[src/rtl/udma_jtag_tx_arb.sv]
// Round-robin burst arbiter that merges NB_CH TX streams into the JTAG FIFO TX port.
// Optional macro JTAG_TX_ARB_PRIO_EN: channel 0 wins every arbitration it takes part in.
module udma_jtag_tx_arb #(
    parameter int NB_CH       = 4,
    parameter int DATA_WIDTH  = 32,
    parameter int BURST_WIDTH = 4
) (
    input  logic                                clk_i,
    input  logic                                rst_i,
    input  logic [NB_CH-1:0][DATA_WIDTH-1:0]    req_data_i,
    input  logic [NB_CH-1:0]                    req_valid_i,
    output logic [NB_CH-1:0]                    req_ready_o,
    input  logic [BURST_WIDTH-1:0]              burst_len_i,
    output logic [DATA_WIDTH-1:0]               out_data_o,
    output logic                                out_valid_o,
    input  logic                                out_ready_i,
    output logic [NB_CH-1:0]                    grant_o,
    output logic [$clog2(NB_CH)-1:0]            grant_id_o,
    output logic                                busy_o
);

    localparam int IDW = $clog2(NB_CH);
    localparam int IW  = IDW + 1;

    typedef enum logic {
        ST_IDLE  = 1'b0,
        ST_GRANT = 1'b1
    } state_t;

    state_t                 state;
    logic [NB_CH-1:0]       r_grant;
    logic [IDW-1:0]         r_gid;
    logic [IDW-1:0]         r_last;
    logic [BURST_WIDTH-1:0] r_len;
    logic [BURST_WIDTH-1:0] r_cnt;

    logic                   pick_hit;
    logic [IDW-1:0]         pick_id;
    logic [IW-1:0]          rr_sum;
    logic [IDW-1:0]         rr_idx;
    logic                   last_word;

    // Pick the first valid channel after r_last; scan downward so the nearest one wins.
    always_comb begin
        pick_hit = 1'b0;
        pick_id  = '0;
        rr_sum   = '0;
        rr_idx   = '0;
        for (int i = NB_CH; i >= 1; i--) begin
            rr_sum = IW'(r_last) + IW'(i);
            rr_idx = (rr_sum >= IW'(NB_CH)) ? IDW'(rr_sum - IW'(NB_CH))
                                            : IDW'(rr_sum);
            if (req_valid_i[rr_idx]) begin
                pick_hit = 1'b1;
                pick_id  = rr_idx;
            end
        end
`ifdef JTAG_TX_ARB_PRIO_EN
        if (req_valid_i[0]) begin
            pick_id = '0;
        end
`else
`endif
    end

    assign last_word = (r_cnt == (r_len - BURST_WIDTH'(1)));

    // Grant FSM: arbitrate in idle, hold the grant for the latched burst length.
    always_ff @(posedge clk_i or posedge rst_i) begin
        if (rst_i) begin
            state   <= ST_IDLE;
            r_grant <= '0;
            r_gid   <= '0;
            r_last  <= IDW'(NB_CH - 1);
            r_len   <= BURST_WIDTH'(1);
            r_cnt   <= '0;
        end else begin
            unique case (state)
                ST_IDLE: begin
                    if (pick_hit) begin
                        state   <= ST_GRANT;
                        r_grant <= NB_CH'(1) << pick_id;
                        r_gid   <= pick_id;
                        r_len   <= (burst_len_i == '0) ? BURST_WIDTH'(1)
                                                       : burst_len_i;
                        r_cnt   <= '0;
                    end
                end
                ST_GRANT: begin
                    if (!req_valid_i[r_gid]) begin
                        state   <= ST_IDLE;
                        r_last  <= r_gid;
                        r_grant <= '0;
                        r_cnt   <= '0;
                    end else if (out_ready_i) begin
                        if (last_word) begin
                            state   <= ST_IDLE;
                            r_last  <= r_gid;
                            r_grant <= '0;
                            r_cnt   <= '0;
                        end else begin
                            r_cnt <= r_cnt + BURST_WIDTH'(1);
                        end
                    end
                end
                default: begin
                    state   <= ST_IDLE;
                    r_grant <= '0;
                end
            endcase
        end
    end

    // Combinational pass-through of the granted channel; everything quiet in idle.
    always_comb begin
        req_ready_o = '0;
        out_data_o  = '0;
        out_valid_o = 1'b0;
        if (state == ST_GRANT) begin
            out_data_o         = req_data_i[r_gid];
            out_valid_o        = req_valid_i[r_gid];
            req_ready_o[r_gid] = out_ready_i;
        end
    end

    assign grant_o    = r_grant;
    assign busy_o     = (state == ST_GRANT);
    assign grant_id_o = busy_o ? r_gid : '0;

endmodule

[config.mk]
export PLATFORM = sky130hd
export DESIGN_NAME = udma_jtag_tx_arb
export DESIGN_NICKNAME = d
export VERILOG_FILES = /design/src/rtl/udma_jtag_tx_arb.sv
export SDC_FILE = /design/constraint.sdc
export NUM_CORES = 1
export LEC_CHECK = 0
export CORE_AREA = 4 4 70 72
export DETAILED_ROUTE_END_ITERATION = 8
export DIE_AREA = 0 0 74 76
export DONT_BUFFER_PORTS = 1
export SLEW_MARGIN = 0
export SYNTH_ARGS = -nofsm -noshare
export SYNTH_HDL_FRONTEND = slang
export SYNTH_SLANG_ARGS = --single-unit
export TNS_END_PERCENT = 20
[constraint.sdc]
create_clock -name clk_i -period 2.1 [get_ports clk_i]
set_clock_uncertainty 0.1 [all_clocks]
set_input_delay 0.21 -clock clk_i [delete_from_list [all_inputs] [get_ports clk_i]]
set_output_delay 0.21 -clock clk_i [all_outputs]
set_load 0.01 [all_outputs]
== After elaboration in Yosys (flattened, before gate mapping) ==
Index checks and enable logic that the tools add are counted.

* Add/sub/neg operators: 10
* $mul: 0
* Div/mod/pow operators: 0
* Order comparisons: 10
* Equal/unequal tests: 6
* Shift operators: 1
* Muxes and demuxes: 49
* Bitwise operators: 2
* Reductions and logical operators: 6

{| class="wikitable"
|+ Operators by type and width
! cell !! number
|-
| binary-select mux 32 bit (select 2 bit) || 1
|-
| two-way mux 32 bit || 2
|-
| two-way mux 4 bit || 10
|-
| two-way mux 2 bit || 12
|-
| case mux 4 bit (2 select lines) || 2
|-
| < comparator 2 x 3 -> 1 bit, second input constant || 5
|-
| two-way mux 1 bit || 15
|-
| greater-or-equal comparator 3 bit, second input constant || 4
|-
| binary-select mux 1 bit (select 2 bit) || 5
|-
| subtractor 2 x 1 -> 2 bit, second input constant || 4
|-
| adder 2 x 2 -> 3 bit, second input constant || 2
|-
| inequality test 2 bit, second input constant || 3
|-
| inequality test 3 bit, second input constant || 2
|-
| AND reduction 3 bit || 2
|-
| adder 4 x 1 -> 4 bit, second input constant || 1
|-
| bitwise AND 4 bit || 1
|-
| equality test 4 bit || 1
|-
| logical NOT 4 bit || 1
|-
| AND reduction 2 bit || 2
|-
| << shifter 1 x 2 -> 4 bit, first input constant || 1
|-
| subtractor 4 x 1 -> 4 bit, second input constant || 1
|-
| adder 2 x 1 -> 3 bit, second input constant || 1
|-
| adder 2 x 3 -> 3 bit, second input constant || 1
|-
| demux 1 bit (select 2 bit) || 1
|-
| other kinds (4) || 4
|}

* Flip-flop bits (word level): 17
* Latch bits: 0
* Bits in writable memories: 0
* Memory bits (read-only): 0
* Input bits: 139
* Output and inout port bits: 44
* Logic and storage cells: 90
* Memories: 0

== Longest topological paths before layout ==
* Word-level depth: 12
* Mapped depth: 7
* Depth with buffers taken out: 7

== Least setup slack after synthesis ==
OpenSTA, ideal clock, no wires.

* Path kind: reg-to-reg
* Start: reg r_len[0]
* End: reg r_grant[0] (netlist: grant_o[0])
* Setup time: 122 ps
* Arrival time: 1801 ps
* Required time: 1878 ps
* Slack: 78 ps
* Stages on the path, launching flop included: 8
* Buffers on the path: 0
* Clock period less this slack: 2022 ps
* Path through: dfstp_2 -> inv_1 -> ha_1 -> xor2_1 -> nand2_1 -> o31ai_2 -> nand2_2 -> a32o_1

* Word-level cells in the longest chain between the ends: 4

{| class="wikitable"
|+ Ends and longest elaborated chain
! what !! RTL line !! source
|-
| from (decl) || 34 || <nowiki>logic [BURST_WIDTH-1:0] r_len;</nowiki>
|-
| from (signal assigned) || 84 || <nowiki>r_len <= (burst_len_i == '0) ? BURST_WIDTH'(1)</nowiki>
|-
| subtractor 4 x 1 -> 4 bit || 66 || <nowiki>assign last_word = (r_cnt == (r_len - BURST_WIDTH'(1)));</nowiki>
|-
| equality test 4 bit || 66 ||
|-
| inequality test 3 bit (no source line) || - ||
|-
| AND reduction 3 bit (no source line) || - ||
|-
| to (signal assigned) || 82 || <nowiki>r_grant <= NB_CH'(1) << pick_id;</nowiki>
|-
| to (decl) || 31 || <nowiki>logic [NB_CH-1:0] r_grant;</nowiki>
|}

No other way between the ends.
A chain may end at the register's enable or synchronous reset.

== Worst setup path in the final report ==
* Start: reg r_len[0]
* End: reg r_last[1]

* Word-level cells in the longest chain between the ends: 4

{| class="wikitable"
|+ Ends and longest elaborated chain
! what !! RTL line !! source
|-
| subtractor 4 x 1 -> 4 bit || 66 ||
|-
| equality test 4 bit || 66 ||
|-
| inequality test 2 bit (no source line) || - ||
|-
| AND reduction 3 bit (no source line) || - ||
|-
| to (signal assigned) || 74 || <nowiki>r_last <= IDW'(NB_CH - 1);</nowiki>
|-
| to (signal assigned) || 92 || <nowiki>r_last <= r_gid;</nowiki>
|-
| to (signal assigned) || 98 || <nowiki>r_last <= r_gid;</nowiki>
|-
| to (decl) || 33 || <nowiki>logic [IDW-1:0] r_last;</nowiki>
|}

No other way between the ends.

==> run_results.csv <==
group,metric,value,unit
placed_design,place_area,2020,um^2
clock_network,cts_tree,"built",
clock_network,numCtsBuffers,3,
setup_path,worstSetupEndpointType,"flip-flop",
die,die-area,5620,um^2
sta,rsz0062_at_grt,"true",
die,core_area,4290,um^2
pwr,p_switching,1.58,mW
pwr,powerDensity,1570,nW/um^2
pwr,p_clk_share,7.0,%
synthesis,syn_nets,317,
final_layout,drive_gt1_share,35.8,%
setup_path,critPathKind,"flip-flop to flip-flop",
clock_network,clock_sinks,17,
sta,slew_viol_final,0,
routing,wl,6700,um
die,rows,24,
sta,slew_headroom,53.2,%
setup_path,required,2.17,ns
routing,final_antenna_net_count,0,
sta,hold_violations,0,
synthesis,seq_area_frac_synth,21.9,%
final_layout,area_growth,11.2,%
sta,holdWs,0.0136,ns
synthesis,postSynthCellCount,176,
die,die_h,76,um
pwr,swShare,46.3,%
final_layout,fin_util,50.7,%
pwr,vdd.ir_drop.worst,0.000733,V
synthesis,ys_ff_latch,17,
setup_path,cp-start-kind,"flip-flop",
pwr,p_comb_share,74.1,%
global_route,grt_pass1_vias,1614,
routing,first_pass_iters,4,
sta,setup_viol,0,
die,die_w,74,um
setup_path,worst_ep_arrival_time,2.09,ns
placed_design,place.gp.congestion,0.776,
pwr,p_int,1.83,mW
placed_design,portBuffers,0,
placed_design,hpwl,5730,um
global_route,grt_use_total,22.1,%
final_layout,fill_cells,373,
final_layout,layout_common_cells,"mux4_2 (33), and2_1 (33), dfrtp_1 (13)",
clock_network,cts.path.max_buffers,2,
final_layout,final_nets,321,
sta,setup_ws,0.0768,ns
routing,drt_first_iter_violations,53,
routing,avgRoutedWirePerCell,28.8,um
sta,layout_worst_path_cycle_share,96.3,%
global_route,grt_max_degree,36,
final_layout,seq_area,430,um^2
flow_run,cap_violations,0,
sta,fin_crit,2.02,ns
placed_design,pre_cts_slack,0.0548,ns
synthesis,syn-cell-area,1960,um^2
routing,viasPerCell,6.75,
die,io_pins,183,
synthesis,avgSynthCellArea,11.1,um^2
clock_network,clk_pin_slew_worst_paths,0.06,ns
clock_network,htree_levels,1,
clock_network,cts_root_buffer,"clkbuf_8",
synthesis,synth-warning-count,0,
run_status,status,"complete, no violations",
sta,fmaxAchievable,494,MHz
global_route,grt_overflow,0,
global_route,grt_pass1_wl,9300,um
pwr,pwr-share-seq,18.9,%
clock_network,insertion_delay,0.25,ns
global_route,antenna_found_initial,6,
sta,worstMarginPinSlew,0.700,ns
min_path,hold_class,"input pin to flip-flop",
final_layout,multi_input_area,1490,um^2
pwr,p_leak,0.825,nW
final_layout,layout.cell_area.non_filler,2180,um^2
synthesis,yosysUniqueCellTypes,41,
setup_path,cp_max_fo,2,
routing,drc,0,
routing,vias,1572,
die,initial_core_util,45.6,%
## logic make-up after synthesis
family	count (synthesis)	share of synthesized area (%)
muxes	37	40.3
buffers and inverters	22	4.79
AOI/OAI and AO/OA	25	8.50
and+or+nand+nor	67	20.2
adders and majority gates	2	1.28
xor gates and xnor gates	6	3.07
DFF	17	21.9
## per-stage QoR
step / instances / setup TNS, ns / total power, mW
floorplan: 176 / 0 / 2.59
global placement: 223 / 0 / 2.93
detailed placement: 223 / 0 / 3.00
CTS: 230 / 0 / 3.26
global route: 233 / -0.00780 / 3.68
finish: 233 / 0 / 3.41
## worst max-delay path: stages, from the launching register on
cell and delay (ns):
dfstp_2 0.53, inv_1 0.07, ha_4 0.28, xor2_2 0.14
nand2_2 0.10, nor4b_4 0.31, o21ai_2 0.10, mux2_1 0.32
## layer usage
layer | routed length [um] | part of all wire, % | global-route usage [%] | vias to the layer above
met5 | 55 | 0.82 | 0 | -
met4 | 59 | 0.88 | 3.99 | 8
met3 | 922 | 14 | 11.7 | 14
met2 | 3320 | 50 | 35.8 | 101
met1 | 2350 | 35 | 25.9 | 775
li1 | - | - | - | 674
## power groups by stage
| stage | clock [mW] | sequential [mW] | combinational (mW) |
|---|---|---|---|
| 2_1_floorplan | 0 | 0.611 | 1.98 |
| 3_3_place_gp | 0 | 0.631 | 2.30 |
| 3_5_place_dp | 0 | 0.637 | 2.36 |
| 4_1_cts | 0.243 | 0.636 | 2.38 |
| 5_1_grt | 0.267 | 0.666 | 2.75 |
| 6_report | 0.239 | 0.645 | 2.53 |
## state kept, by name (all words and copies together), names as in the netlist
name     flops
r_len        4
r_cnt        4
grant_o      4
r_last       2
busy_o       1
r_gid        2
## Yosys cell counts
cell type   n  area (um^2)
mux4_2     33          743
nor3_2      1         10.0
xnor2_2     1         16.3
buf_1       1         3.75
nor4_1      1         6.26
o21ai_0     1         5.00
dfstp_2     3         78.8
a211oi_1    1         7.51
o211ai_1    1         7.51
a21o_1      2         15.0
o21ai_1     9         45.0
mux2_1      3         33.8
nor4_2      1         12.5
nor3_1      4         20.0
a22o_1      1         8.76
nor2_1      7         26.3
nor4bb_1    1         10.0
mux2_2      1         11.3
o22ai_1     1         6.26
o2bb2ai_1   2         17.5
nand2_1     9         33.8
o221ai_1    1         8.76
a32o_1      1         10.0
o31ai_2     1         12.5
xor2_1      2         17.5
buf_4       2         15.0
xnor2_1     3         26.3
a21oi_1     3         15.0
inv_2       1         3.75
ha_1        2         25.0
or3_1       1         6.26
clkbuf_1    7         26.3
buf_2       3         15.0
and2_1     33          206
nand2b_1    5         31.3
o21a_1      1         7.51
dfrtp_1    14          350
nor4b_2     1         15.0
inv_1       8         30.0
nand3_1     1         5.00
nand2_2     2         12.5
## what timing repair did
action,CTS,global route
cloned,0,0
pin swaps,0,2
setup endpoints to repair,3,7
resized for setup,1,9
setup buffers,0,1
hold buffers,3,0
hold endpoints to repair,16,0
## layout make-up
class	instances	area share (%)
Tap cell	52	2.99
Multi-Input combinational cell	137	68.6
Inverter	9	1.55
Antenna cell	2	0.230
Clock buffer	4	2.07
Timing Repair Buffer	12	4.82
Sequential cell	17	19.8
## worst paths after layout
check / start / endpoint / slack, ns / cells after the start
worst min-delay path: burst_len_i[2] / r_len[2] / 0.01 / 1
worst max-delay path: r_len[0] / r_last[1] / 0.08 / 7
worst min register to register: r_len[3] / r_len[3] / 0.44 / 1
max in group asynchronous: rst_i / r_gid[0] / 1.02 / 2
min in group asynchronous: rst_i / r_len[3] / 0.40 / 2
worst max register to register: r_len[0] / r_last[1] / 0.08 / 7
No activity file was read; power rests on OpenSTA's default activity.
